===== src/rtl/nvdla_scan_pipe_reg.sv =====
// Scan-testable DEPTH x WIDTH valid/ready pipeline register on one serial scan chain.
// Optional per-stage parity is compiled in with `define NVDLA_SCAN_PIPE_PARITY_EN.
module nvdla_scan_pipe_reg #(
  parameter int               WIDTH   = 8,
  parameter int               DEPTH   = 2,
  parameter logic [WIDTH-1:0] RST_VAL = {WIDTH{1'b1}}
) (
  input  logic             nvdla_core_clk,
  input  logic             nvdla_core_rst,
  input  logic             in_vld,
  output logic             in_rdy,
  input  logic [WIDTH-1:0] in_dat,
  output logic             out_vld,
  input  logic             out_rdy,
  output logic [WIDTH-1:0] out_dat,
  input  logic             scan_en,
  input  logic             scan_in,
  output logic             scan_out,
  output logic             out_par_err
);

  logic [DEPTH-1:0] vld_q, vld_d;
  logic [WIDTH-1:0] dat_q [DEPTH];
  logic [WIDTH-1:0] dat_d [DEPTH];
  logic [DEPTH-1:0] en;
  logic [DEPTH-1:0] tail;
  logic             in_acc;

`ifdef NVDLA_SCAN_PIPE_PARITY_EN
  logic [DEPTH-1:0] par_q, par_d;
  assign tail = par_q;
`else
  always_comb begin
    tail = '0;
    for (int k = 0; k < DEPTH; k++) tail[k] = dat_q[k][WIDTH-1];
  end
`endif

  // A stage may advance if it is empty or everything downstream of it advances,
  // so bubbles collapse instead of stalling upstream words.
  always_comb begin
    logic carry;
    en    = '0;
    carry = ~vld_q[DEPTH-1] | out_rdy;
    en[DEPTH-1] = carry;
    for (int k = DEPTH - 2; k >= 0; k--) begin
      carry = ~vld_q[k] | carry;
      en[k] = carry;
    end
  end

  assign in_rdy = en[0] & ~scan_en & ~nvdla_core_rst;
  assign in_acc = in_vld & in_rdy;

  always_comb begin
    int p;
    // NOTE: every always_comb output gets a default first; a path that skips an
    // assignment would otherwise infer a latch.
    vld_d = vld_q;
    dat_d = dat_q;
`ifdef NVDLA_SCAN_PIPE_PARITY_EN
    par_d = par_q;
`endif
    for (int k = 0; k < DEPTH; k++) begin
      p = (k == 0) ? 0 : k - 1;
      if (scan_en) begin
        // Chain per stage, scan_in side first: vld, dat[0..WIDTH-1], (par).
        vld_d[k]    = (k == 0) ? scan_in : tail[p];
        dat_d[k][0] = vld_q[k];
        for (int i = 1; i < WIDTH; i++) dat_d[k][i] = dat_q[k][i-1];
`ifdef NVDLA_SCAN_PIPE_PARITY_EN
        par_d[k] = dat_q[k][WIDTH-1];
`endif
      end else if (en[k]) begin
        vld_d[k] = (k == 0) ? in_acc : vld_q[p];
        // Data holds on bubbles so idle stages do not toggle.
        if (vld_d[k]) begin
          dat_d[k] = (k == 0) ? in_dat : dat_q[p];
`ifdef NVDLA_SCAN_PIPE_PARITY_EN
          par_d[k] = (k == 0) ? ^in_dat : par_q[p];
`endif
        end
      end
    end
  end

  // NOTE: sequential state uses non-blocking assignments only, so every flop
  // samples pre-edge values regardless of statement order.
  always_ff @(posedge nvdla_core_clk) begin
    if (nvdla_core_rst) begin
      vld_q <= '0;
      // NOTE: data flops are reset on purpose: they load RST_VAL, unlike a RAM.
      for (int k = 0; k < DEPTH; k++) dat_q[k] <= RST_VAL;
`ifdef NVDLA_SCAN_PIPE_PARITY_EN
      par_q <= {DEPTH{^RST_VAL}};
`endif
    end else begin
      vld_q <= vld_d;
      dat_q <= dat_d;
`ifdef NVDLA_SCAN_PIPE_PARITY_EN
      par_q <= par_d;
`endif
    end
  end

  assign out_vld  = vld_q[DEPTH-1] & ~scan_en;
  assign out_dat  = dat_q[DEPTH-1];
  assign scan_out = tail[DEPTH-1];

`ifdef NVDLA_SCAN_PIPE_PARITY_EN
  assign out_par_err = vld_q[DEPTH-1] & (^dat_q[DEPTH-1] ^ par_q[DEPTH-1]) & ~scan_en;
`else
  assign out_par_err = 1'b0;
`endif

endmodule


===== config.mk =====
export PLATFORM = sky130hd
export DESIGN_NAME = nvdla_scan_pipe_reg
export DESIGN_NICKNAME = d
export VERILOG_FILES = /design/src/rtl/nvdla_scan_pipe_reg.sv
export SDC_FILE = /design/constraint.sdc
export NUM_CORES = 1
export LEC_CHECK = 0
export ABC_AREA = 1
export CAP_MARGIN = 20
export CORE_AREA = 8 8 59 56
export DETAILED_ROUTE_END_ITERATION = 12
export DIE_AREA = 0 0 67 64
export GPL_TIMING_DRIVEN = 0
export PLACE_DENSITY_LB_ADDON = 0.15
export SETUP_SLACK_MARGIN = 0.2
export SYNTH_ARGS = -nofsm -noshare
export SYNTH_HDL_FRONTEND = slang
export SYNTH_SLANG_ARGS = --single-unit

===== constraint.sdc =====
create_clock -name nvdla_core_clk -period 1.3 [get_ports nvdla_core_clk]
set_input_delay 0.195 -clock nvdla_core_clk [delete_from_list [all_inputs] [get_ports nvdla_core_clk]]
set_output_delay 0.195 -clock nvdla_core_clk [all_outputs]
set_load 0.01 [all_outputs]

**After elaboration in Yosys (flattened, before gate mapping)**

Cells that the tools add are included.

- Multiplexer cells: 10
- Bitwise operators: 10
- Reduce and logical (&&, ||, !) cells: 6

Operator list:

| cell | count |
|---|---|
| $mux W8 | 6 |
| $reduce_bool A2 Y1 | 4 |
| $and A1 B1 Y1 | 4 |
| $mux W1 | 4 |
| $not A1 Y1 | 4 |
| $reduce_and A2 Y1 | 2 |
| $or A1 B1 Y1 | 2 |

- Bits in registers: 18
- Input bits: 14
- Output and inout port bits: 12
- Logic and storage cells: 30

**Depth between registers and ports, before layout**

Gate-level depths: netlist of the first run.

- Depth after elaboration: 9
- Gate-level depth with buffers: 8
- Depth with buffers taken out: 8

**Least setup slack after synthesis of the first run**

No wires, ideal clock.

- Path type: reg2reg
- Start: reg vld_q[1]
- End: reg vld_q[1]
- Setup time: 0.109 ns
- Arrival: 0.825 ns
- Data required time: 1.191 ns
- Path slack: 0.367 ns
- Stages on the path, launching flop included: 8
- Buffers on the path: 0
- Period minus slack after synthesis: 0.933 ns
- Cells stage by stage: dfxtp_1 > nand2_1 > nand2_1 > nand2_2 > inv_4 > nand2_1 > nand2_1 > inv_1

- Longest elaborated chain between the ends: 3

RTL lines:

| what | RTL line | source |
|---|---|---|
| from (decl) | 22 | `logic [DEPTH-1:0] vld_q, vld_d;` |
| from (signal assigned) | 98 | `vld_q <= vld_d;` |
| $not A1 Y1 | 44 | `carry = ~vld_q[DEPTH-1] \| out_rdy;` |
| $or A1 B1 Y1 | 44 |  |
| $reduce_bool A2 Y1 (no line) | - |  |

Every way passes these cells.
A chain may end at the register's enable or synchronous reset.

**Final worst setup path of the first run**

- Start: reg vld_q[0]
- End: out in_rdy

- Longest elaborated chain between the ends: 4

RTL lines:

| what | RTL line | source |
|---|---|---|
| $not A1 Y1 | 47 | `carry = ~vld_q[k] \| carry;` |
| $or A1 B1 Y1 | 47 |  |
| $and A1 B1 Y1 (2 in a row) | 52 | `assign in_rdy = en[0] & ~scan_en & ~nvdla_core_rst;` |
| to (decl) | 11 | `output logic in_rdy,` |

Every way passes these cells.

==> impl_metrics.py, run 1 <==
metrics = {
    "cts": {
        "cts.sinks": 18,
        "cts_max_path_buffers": 2,
        "hold_buffers": 0,
        "h-tree-depth": 1,
        "worstSkewPairLatency_ns": 0.29,
        "cts_tree": "built",
        "cts_buffers": 3,
        "root_buffer": "clkbuf_4",
        "path_clk_slew_ns": 0.11,
    },
    "flow_run": {
        "drv_cap": 0,
    },
    "drt": {
        "via_per_inst": 4.88,
        "vias": 1063,
        "drtIter0Drc": 30,
        "drt_wl_total_um": 2710,
        "firstDrtPassIters": 4,
        "drtAntennaViolNets": 0,
        "wire_per_inst_um": 12.4,
        "drc": 0,
    },
    "critical_path": {
        "worstPathRequired_ns": 1.11,
        "cp-start-kind": "flip-flop",
        "critical_path.endpoint_type": "output port",
        "cp_data_arrival_time_ns": 0.95,
        "crit_type": "flip-flop to output port",
        "crit_fanout": 2,
    },
    "sta": {
        "max_freq_mhz": 877,
        "hold_viol": 0,
        "fin_crit_sh": 0.877,
        "period_minus_slack_ns": 1.14,
        "rsz0062_at_grt": "true",
        "setup_ws_ns": 0.160,
        "finalSetupViolCount": 0,
        "fin_skew_ns": 0.00765,
        "slew_violations": 0,
    },
    "grt": {
        "overflow": 0,
        "grt_pass1_vias": 1023,
        "grt_first_pass_wirelength_um": 4340,
        "antenna_found_initial": 0,
        "grtUsageTotal": 0.124,
        "grt_max_degree": 11,
    },
    "final_layout": {
        "nNetsFinal": 205,
        "drive_gt1_frac": 0.374,
        "stdcell_count": 218,
        "antennaDiodeCount": 0,
        "regArea_um2": 373,
        "fillers": 221,
        "multiInputGateArea_um2": 538,
        "areaGrowthSynthToFinish_pct": 48.5,
        "final_core_util": 0.619,
    },
    "synth": {
        "ys_warn_count": 0,
        "syn_inst": 148,
        "yosysUniqueCellTypes": 18,
        "synth_top_area_frac": 0.369,
        "ys_seq_area_frac": 0.369,
        "syn_nets": 162,
        "ys_ff_latch": 18,
        "synth_area_per_cell_um2": 6.59,
        "netlist_top_cells_area": "dfxtp_1 37%, nand2_1 25%, nand3_1 12%, buf_4 7.7%, inv_1 3.5%",
        "yosys.area.top_type": "dfxtp_1",
        "synth_area_um2": 976,
    },
    "placed_design": {
        "dp_hpwl_um": 1740,
        "globalplace.congestion": 0.832,
        "dp_slack_ns": -0.540,
        "portBuffers": 24,
        "dp_cells": 200,
    },
    "die": {
        "start_util": 0.417,
        "num_rows": 17,
        "core_area_um2": 2340,
        "fp.dieH_um": 64,
        "dieWidth_um": 67,
        "die_area_um2": 4290,
        "ioPinCount": 26,
    },
    "outcome": {
        "status": "finished, final reports clean",
    },
    "power_and_ir_drop": {
        "p_leak_uw": 0.000747,
        "total_power_uw": 1420,
        "vdd_drop_max_mv": 0.635,
        "powerDensity_nw_per_um2": 978,
    },
    "hold_path": {
        "min_path_type": "input pin to flip-flop",
    },
}
-- cell usage after synthesis (all sizes together) --
master / n
a21oi: 2
inv: 11
buf: 14
nor2: 2
conb: 1
nand3: 26
dfxtp: 18
nand2: 66
o21ai: 8
-- critical path: stages, from the launching register on --
cell and delay, ns:
dfxtp_2 0.36, nand3_2 0.08, nand2_1 0.06, inv_1 0.03
buf_2 0.13
-- state kept, by name, summed over array words and instances (netlist names) --
register and cells:
out_dat 8, vld_q 2, dat_q 8
-- cells by family (layout without fill, tap and decap cells) --
group / Yosys count / count (layout) / synth area share
buffers and inverters: 25 / 65 / 0.155
AOI/OAI and AO/OA: 10 / 10 / 0.0513
and+or+nand+nor: 94 / 96 / 0.421
DFF: 18 / 18 / 0.369
other: 1 / 1 / 0.00384
-- area by class of cell --
type | instances | share of cell area
Timing Repair inverter | 1 | 0.00432
Timing Repair Buffer | 35 | 0.209
Sequential cell | 18 | 0.257
Clock buffer | 4 | 0.0250
Inverter | 11 | 0.0320
Multi-Input combinational cell | 107 | 0.371
Tap cell | 28 | 0.0242
Buffer | 14 | 0.0769
-- cells in the final DEF, fill, tap and decap left out --
| master | Yosys | final |
|---|---|---|
| nand2_1 | 64 | 54 |
| dfxtp_2 | 0 | 10 |
| nand3_2 | 1 | 2 |
| dfxtp_1 | 18 | 8 |
| inv_6 | 0 | 1 |
| o21ai_0 | 4 | 4 |
| nand2_2 | 2 | 10 |
| nand3_1 | 24 | 24 |
| o21ai_1 | 4 | 4 |
| nand2_8 | 0 | 2 |
| nor2_1 | 1 | 1 |
| clkbuf_8 | 0 | 1 |
| clkbuf_4 | 0 | 3 |
| clkbuf_2 | 0 | 1 |
| clkdlybuf4s50_1 | 0 | 10 |
| conb_1 | 1 | 1 |
| inv_2 | 1 | 2 |
| inv_4 | 1 | 1 |
| a21oi_1 | 2 | 2 |
| inv_1 | 9 | 8 |
| nand2_4 | 0 | 1 |
| nor2_2 | 1 | 1 |
| dlygate4sd2_1 | 0 | 2 |
| buf_2 | 2 | 6 |
| nand3_4 | 1 | 1 |
| buf_4 | 10 | 20 |
| buf_6 | 2 | 9 |
| clkdlybuf4s15_1 | 0 | 1 |
-- per-layer routing --
metal | GRT usage | share of wire
met1 | 0.140 | 0.43
met2 | 0.220 | 0.50
met3 | 0.0279 | 0.060
met4 | 0.0444 | 0.0052
met5 | 0 | 0
-- report_power, final --
part / switching (uW) / leakage [uW] / total, uW / internal (uW)
sequential: 30.6 / 0.000149 / 638 / 607
clock: 176 / 0.0000210 / 346 / 170
combinational: 213 / 0.000577 / 432 / 219
-- metrics by stage --
stage / area (um^2) / setup TNS (ns) / hold slack, ns
after global routing: 1450 / 0 / 0.288
after global placement: 1250 / -2.84 / 0.468
final: 1450 / 0 / 0.278
after floorplan: 976 / 0 / 0.264
after CTS: 1340 / 0 / 0.280
after detailed placement: 1250 / -3.06 / 0.473
-- worst paths after layout --
path	start	endpoint	slack, ns	depth (start not counted)
worst max-delay path	vld_q[0]$_SDFFE_PP0P_	in_rdy	0.16	4
worst min-delay path	nvdla_core_rst	vld_q[0]$_SDFFE_PP0P_	0.28	2
worst max register to register	vld_q[0]$_SDFFE_PP0P_	dat_q[14]$_SDFFE_PP1P_	0.22	6
worst min register to register	out_dat[3]$_SDFFE_PP1P_	out_dat[3]$_SDFFE_PP1P_	0.47	2
-- repair_timing --
item,CTS,global route
cloned,0,3
setup endpoints to repair,21,26
pin swaps,2,2
buffers inserted,11,0
resized for setup,59,25
Power figures use the tool's default switching activity.
==> inputs of run 2 (changes only) <==
- CAP_MARGIN: 20 -> 30
==> results of run 2 <==
No change in the layout: final DEF, timing and power equal those of run 1.
